**config.mk**
```make
export PLATFORM = sky130hd
export DESIGN_NAME = pad_attr_seq_ctrl
export DESIGN_NICKNAME = d
export VERILOG_FILES = /design/src/rtl/pad_attr_seq_ctrl.sv
export SDC_FILE = /design/constraint.sdc
export NUM_CORES = 1
export LEC_CHECK = 0
export ABC_AREA = 1
export BUFFER_PORTS_ARGS = -buffer_cell sky130_fd_sc_hd__buf_2
export CORE_MARGIN = 3
export CORE_UTILIZATION = 55
export CTS_CLUSTER_DIAMETER = 50
export DETAILED_ROUTE_END_ITERATION = 6
export PLACE_DENSITY = 0.75
export SYNTH_ARGS = -nofsm -noshare
export SYNTH_HDL_FRONTEND = slang
export SYNTH_SLANG_ARGS = --single-unit
```
**constraint.sdc**
```tcl
create_clock -name clk_i -period 3.6 [get_ports clk_i]
set_input_delay 0.72 -clock clk_i [delete_from_list [all_inputs] [get_ports clk_i]]
set_output_delay 0.72 -clock clk_i [all_outputs]
set_load 0.01 [all_outputs]
```
**src/rtl/pad_attr_seq_ctrl.sv**
```systemverilog
// pad_attr_seq_ctrl: per-pad attribute shadow registers with a round-robin sequencer that applies one pad at a time with a settle gap (PAD_ATTR_SEQ_CTRL_STRICT_EN rejects writes carrying illegal bits)
module pad_attr_seq_ctrl #(
  parameter int                 NPads        = 4,
  parameter int                 AttrW        = 8,
  parameter logic [3*NPads-1:0] PadTypeVec   = {NPads{3'h1}},
  parameter logic [AttrW-1:0]   AttrMaskA    = AttrW'(8'h03),
  parameter logic [AttrW-1:0]   AttrMaskB    = AttrW'(8'hFF),
  parameter int                 SettleCycles = 3
) (
  input  logic                   clk_i,
  input  logic                   rst_i,
  input  logic                   wr_valid_i,
  output logic                   wr_ready_o,
  input  logic [4:0]             wr_idx_i,
  input  logic [AttrW-1:0]       wr_attr_i,
  input  logic [4:0]             rd_idx_i,
  output logic [AttrW-1:0]       rd_attr_o,
  output logic [NPads*AttrW-1:0] attr_o,
  output logic                   apply_o,
  output logic [4:0]             apply_idx_o,
  output logic                   busy_o,
  output logic                   err_o
);
  typedef enum logic [1:0] {IDLE, APPLY, SETTLE} state_e;
  state_e                 state_q, state_d;
  logic [4:0]             sel_q, sel_d, rr_q, rr_d, pick, pick_hi, apply_idx_q, apply_idx_d;
  logic [7:0]             cnt_q, cnt_d;
  logic [AttrW-1:0]       shadow_q [NPads];
  logic [AttrW-1:0]       shadow_d [NPads];
  logic [AttrW-1:0]       mask [NPads];
  logic [AttrW-1:0]       wr_mask;
  logic [NPads-1:0]       pending_q, pending_d;
  logic [NPads*AttrW-1:0] attr_q, attr_d;
  logic                   apply_q, apply_d, busy_q, busy_d, err_q, err_d;
  logic                   wr_fire, wr_in, wr_bad, wr_ok, any_hi;
  always_comb begin
    for (int k = 0; k < NPads; k++)
      mask[k] = PadTypeVec[3*k +: 3] == 3'h0 ? AttrMaskA :
                PadTypeVec[3*k +: 3] == 3'h1 ? AttrMaskB : '0;
  end
  always_comb begin
    wr_mask   = '0;
    rd_attr_o = '0;
    for (int k = 0; k < NPads; k++) begin
      if (wr_idx_i == 5'(k)) wr_mask = mask[k];
      if (rd_idx_i == 5'(k)) rd_attr_o = shadow_q[k];
    end
  end
  assign wr_ready_o = state_q != APPLY;
  assign wr_fire    = wr_valid_i & wr_ready_o;
  assign wr_in      = 32'(wr_idx_i) < NPads;
`ifdef PAD_ATTR_SEQ_CTRL_STRICT_EN
  assign wr_bad     = |(wr_attr_i & ~wr_mask);
`else
  assign wr_bad     = 1'b0;
`endif
  assign wr_ok      = wr_fire & wr_in & ~wr_bad;
  // Lowest pending pad above rr wins; otherwise wrap to the lowest pending pad overall.
  always_comb begin
    pick    = '0;
    pick_hi = '0;
    any_hi  = 1'b0;
    for (int k = NPads - 1; k >= 0; k--) begin
      if (pending_q[k]) begin
        pick = 5'(k);
        if (k > int'(rr_q)) begin
          pick_hi = 5'(k);
          any_hi  = 1'b1;
        end
      end
    end
  end
  always_ff @(posedge clk_i or posedge rst_i) begin
    if (rst_i) begin
      state_q     <= IDLE;
      sel_q       <= '0;
      rr_q        <= 5'(NPads - 1);
      cnt_q       <= '0;
      pending_q   <= '0;
      attr_q      <= '0;
      apply_q     <= 1'b0;
      apply_idx_q <= '0;
      busy_q      <= 1'b0;
      err_q       <= 1'b0;
      for (int k = 0; k < NPads; k++) shadow_q[k] <= '0;
    end else begin
      state_q     <= state_d;
      sel_q       <= sel_d;
      rr_q        <= rr_d;
      cnt_q       <= cnt_d;
      pending_q   <= pending_d;
      attr_q      <= attr_d;
      apply_q     <= apply_d;
      apply_idx_q <= apply_idx_d;
      busy_q      <= busy_d;
      err_q       <= err_d;
      shadow_q    <= shadow_d;
    end
  end
  always_comb begin
    state_d = state_q == IDLE  ? (|pending_q ? APPLY : IDLE) :
              state_q == APPLY ? (SettleCycles > 0 ? SETTLE : IDLE) :
              cnt_q == 8'(SettleCycles - 1) ? IDLE : SETTLE;
    sel_d   = state_q == IDLE ? (any_hi ? pick_hi : pick) : sel_q;
    cnt_d   = state_q == SETTLE ? cnt_q + 8'd1 : '0;
  end
  // The write port is closed in APPLY, so the apply clear and a write set never collide.
  always_comb begin
    shadow_d    = shadow_q;
    pending_d   = pending_q;
    attr_d      = attr_q;
    rr_d        = state_q == APPLY ? sel_q : rr_q;
    apply_d     = state_q == APPLY;
    apply_idx_d = state_q == APPLY ? sel_q : '0;
    err_d       = wr_fire & ~wr_ok;
    for (int k = 0; k < NPads; k++) begin
      if (state_q == APPLY && sel_q == 5'(k)) begin
        attr_d[k*AttrW +: AttrW] = shadow_q[k];
        pending_d[k]             = 1'b0;
      end
      if (wr_ok && wr_idx_i == 5'(k)) begin
        shadow_d[k]  = wr_attr_i & wr_mask;
        pending_d[k] = 1'b1;
      end
    end
    busy_d = (state_d != IDLE) | (|pending_d);
  end
  assign attr_o      = attr_q;
  assign apply_o     = apply_q;
  assign apply_idx_o = apply_idx_q;
  assign busy_o      = busy_q;
  assign err_o       = err_q;
endmodule
```
# Word level (Yosys, flattened, before mapping)
# Cells that the tools add are included.
totals:
  out_inout_bits: 49
  reg_bits: 96
  wordCells: 95
op_classes:
  magnitude_cmp: 4
  n_eq_ne: 13
  n_reduce_logical: 15
  add_sub_neg: 1
  mux: 39
  bitwise_logic: 6
op_table:
  columns: ["op", "n"]
  rows:
  - ["2-to-1 mux 8 bit", 9]
  - ["2-to-1 mux 5 bit", 9]
  - ["equality test 5 x 2 -> 1 bit (second input constant)", 6]
  - ["equality test 5 x 1 -> 1 bit (second input constant)", 3]
  - ["logical NOT 5 bit", 3]
  - ["2-to-1 mux 1 bit", 15]
  - ["2-to-1 mux 2 bit", 6]
  - ["greater-than comparator 2 x 5 -> 1 bit (first input constant)", 2]
  - ["adder 8 x 1 -> 8 bit (second input constant)", 1]
  - ["bitwise AND 8 bit", 1]
  - ["equality test 8 x 2 -> 1 bit (second input constant)", 1]
  - ["logical AND 1 bit", 8]
  - ["OR reduction 4 bit", 2]
  - ["greater-than comparator 1 x 5 -> 1 bit (first input constant)", 1]
  - ["less-than comparator 5 x 3 -> 1 bit (second input constant)", 1]
  - ["bitwise AND 1 bit", 3]
  - ["equality test 2 x 1 -> 1 bit (second input constant)", 1]
  - ["equality test 2 bit (second input constant)", 1]
  - ["logical NOT 2 bit", 1]
  - ["inequality test 2 x 1 -> 1 bit (second input constant)", 1]
  - ["nonzero test 2 bit", 1]
  - ["inverter 1 bit", 1]
  - ["OR 1 bit", 1]

# Logic depth before layout (Yosys ltp)
depth:
  ltp_word: 8
  mapped_depth: 9
  depth_no_buf: 8

# Least setup slack after synthesis
# OpenSTA, ideal clock, no wires.
synth_timing:
  path_type: "input to output"
  start: "in rd_idx_i[4]"
  end: "out rd_attr_o[0]"
  slack_ns: 1.352
  path_buffers: 0
  arrival_time_ns: 1.528
  stages: 5
  path_cell_list: "nor2_2 nand3_1 o22ai_1 inv_1 nand3_1"
synth_via:
  elab_chain_len: 5
  word_cells_on_any_way: 8
  cone_classes: "eq/ne: 3; mux: 4; reduce/logical: 1"
synth_rtl:
  columns: ["item", "line", "text"]
  rows:
  - ["from (decl)", "16", "input logic [4:0] rd_idx_i,"]
  - ["logical NOT 5 bit", "46", "if (rd_idx_i == 5'(k)) rd_attr_o = shadow_q[k];"]
  - ["2-to-1 mux 8 bit (3 in series)", "46", null]
  - ["2-to-1 mux 8 bit (*)", "46", null]
  - ["to (decl)", "17", "output logic [AttrW-1:0] rd_attr_o,"]
# Mark *: on every way between the ends. The rest lies on a longest branch, timed or not.

# Worst setup path after layout
# Ends and elaborated chain as after synthesis.

==> out/summary.txt <==
Outcome: finished, final reports clean
P per Cell Area: 666 nW/um^2
Total Negative Setup Slacks: 0 ps
Share of the clock period used by the worst path after layout: 76.0%
Final global-route overflow total: 0
Internal Power: 1890 uW
Clock-pin slew on the worst setup and hold paths: 80 ps
Maximum net fanout on the critical path: 9
Post-CTS setup buffer count: 0
Number of different library cells in the post-synthesis netlist: 29
Slowest Stage Delay on Critical Path: 320 ps
Detailed router's first-iteration violation count: 219
Hold Path Depth: 2
Insertion delay of the later-clocked pin in the worst-skew pair: 350 ps
Hold-fix buffer count after cts: 0
Data arrival time of the worst path: 2020 ps
Destination of the worst register-to-register timing path: busy_o
Average instance area after synthesis: 8.96 sq um
Number of max-capacitance violations reported: 0
Worst min-delay path startpoint: attr_o[26]
Final worst clock skew: 6.87 ps
Share of power burned in registers: 49.8%
Floorplan die height: 89.0 microns
Number of inserted diodes: 0
Sw power: 1000 uW
Area Growth Syn to Fin: 14.5%
Number of nets in the layout: 512
Floorplan core area: 6530 sq um
Via density per instance: 5.33
Final-report setup violation count: 0
Vias after detailed routing: 3,038
Slew at the pin with the worst max-slew slack: 835 ps
Maximum clock frequency: 366 MHz
Commonest non-fill, non-tap cells in the layout: sky130_fd_sc_hd__nand2_1 (99), sky130_fd_sc_hd__dfrtp_1 (85), sky130_fd_sc_hd__buf_2 (66)
Final worst hold slack: 469 ps
Slowest stage cell, crit path: sky130_fd_sc_hd__nand3_1
First-pass GRT wire length: 14.3 mm
Number of warnings printed during yosys synthesis: 0
Placer congestion estimate: 0.924
All-Layer GR Usage: 24.1%
Endpoint of the worst hold path: attr_o[26]
Clock root buffer: sky130_fd_sc_hd__clkbuf_8
Number of buffers added on ports: 66
Launching element type of the critical path: primary input
Starting density of the core: 58.0%
Length of the first detailed-routing pass in iterations: 4
Reg-to-reg slack, setup: 1510 ps
Number of design rule violations left after detail routing: 0
Count of standard-cell rows: 29
Hpwl dp: 6.47 mm
Final number of hold-violating endpoints: 0
Final min period: 2740 ps
Start point of the critical path: rd_idx_i[4]
Per-cell routed wire length: 15.2 microns
Die Outline Area: 7930 sq um
Number of nets still failing antenna checks after routing: 0
Class of the most critical hold timing path: reg -> reg
Final WL: 8.66 mm
R2R cell count: 7
Share of final-layout standard cells stronger than drive strength 1: 21.3%
Maximum number of pins on one net before global-route repair: 50
Lkg Pwr: 0.00228 uW
CTS max path bufs: 2
Die Width: 89.0 microns
Proportion of total power due to net switching: 34.7%
Fraction of power consumed by combinational cells: 26.6%
Worst R2R Start: sel_q[1]
Number of slew-limit violations in the final report: 0
# IOs: 70
Clock sink total: 87
Mapped cell area: 3790 sq um
Antenna violations before repair: 0
Sequential element share of the synthesized area: 57.5%
Via count of the first global-routing pass: 2,897
CTS buffer count: 9
Number of gates resized after CTS: 0
Largest voltage drop on the vdd net: 0.000328 V
CTS H-tree lvls: 3
Max-Slew Margin vs Limit: 44.3%
Commonest non-fill, non-tap cell in the layout: sky130_fd_sc_hd__nand2_1
Kind of end point of the critical path: output pin
Clock tree from TritonCTS: built
Critical Path, Cell by Cell: buf_2 -> nor2_2 -> nand3_1 -> o22ai_1 -> inv_1 -> nand3_1 -> buf_2
Unrepaired setup endpoints after global routing: no
Number of instances in the synthesized netlist: 423
Number of storage elements in the synthesis netlist: 87
Type of the worst setup path: in -> out
Required time reported for the critical path endpoint: 2880 ps
Share of total power in the clock network: 23.6%
-- layout make-up --
class | instances | area (sq um)
Clock buffer | 12 | 155
Inverter | 54 | 204
Fill cell | 566 | 2190
Tap cell | 77 | 96.3
Clock inverter | 3 | 42.5
Timing Repair Buffer | 69 | 353
Multi-Input combinational cell | 268 | 1310
Sequential cell | 87 | 2180
-- cells in the mapped netlist (all sizes together) --
cell type,count,area (sq um)
o22ai,8,50.1
nor2,27,139
a21oi,10,50.1
dfstp,2,52.6
ha,2,25.0
inv,54,203
buf,13,93.8
a21boi,1,7.51
o21bai,1,7.51
nor3,2,10.0
o21ai,57,285
conb,1,3.75
nand4,18,113
nand3,32,175
and2,1,6.26
nand2,103,402
nand3b,2,22.5
o31ai,1,7.51
clkbuf,3,11.3
dfrtp,85,2130
-- metal layers --
layer | share of wire [%] | track usage [%] | vias up
met5 | 0 | 0 | -
met4 | 0.92 | 6.90 | 0
met3 | 6.2 | 4.52 | 7
li1 | - | - | 1505
met1 | 47 | 35.1 | 1429
met2 | 46 | 37.3 | 97
-- through the flow --
| stage | power, uW | cell area [sq um] | utilization [%] | cells | setup slack [ps] |
|---|---|---|---|---|---|
| after floorplan | 1950 | 3800 | - | 425 | 633 |
| after global placement | 2200 | 4140 | 63.4 | 555 | 939 |
| after detailed placement | 2240 | 4140 | 63.4 | 555 | 907 |
| after CTS | 2920 | 4340 | 66.5 | 570 | 903 |
| after global routing | 3120 | 4340 | 66.5 | 570 | 710 |
| final | 2890 | 4340 | 66.5 | 570 | 865 |
-- power by group through the flow --
| stage | registers (uW) | logic, uW | clock network, uW |
|---|---|---|---|
| finish | 1440 | 769 | 683 |
| global route | 1480 | 894 | 745 |
| CTS | 1440 | 780 | 696 |
| detailed placement | 1460 | 777 | 0 |
| global placement | 1450 | 754 | 0 |
| floorplan | 1480 | 468 | 0 |
-- state kept, by name (all words and copies together) (netlist names) --
signal       flops
rr_q             2
cnt_q            8
busy_o           1
apply_idx_o      2
state_q          2
attr_o          32
apply_o          1
pending_q        4
err_o            1
shadow_q        32
sel_q            2
-- cells by family (layout without fill, tap and decap cells) --
logic type      Yosys count  count (layout)  share of synthesized area [%]
compound gates           78              78                           10.8
fa+ha+maj                 2               2                          0.660
buf+inv                  70             138                           8.12
flops                    87              87                           57.5
other cells               1               3                         0.0989
simple gates            185             185                           22.9
-- critical path: cells and delay by family --
kind | cells | cell delay, ps
buffers and inverters | 3 | 310
AO/OA/AOI/OAI | 1 | 280
AND/OR/NAND/NOR | 3 | 710
-- worst max-delay path by stage --
stage                      to  slack, ps  cells past startpoint
6_report         rd_attr_o[0]        860                      7
2_1_floorplan  apply_idx_o[0]        630                      1
3_5_place_dp     rd_attr_o[2]        910                      7
5_1_grt          rd_attr_o[0]        710                      7
4_1_cts          rd_attr_o[0]        900                      7
3_3_place_gp     rd_attr_o[2]        940                      7
No activity file was read; power rests on OpenSTA's default activity.
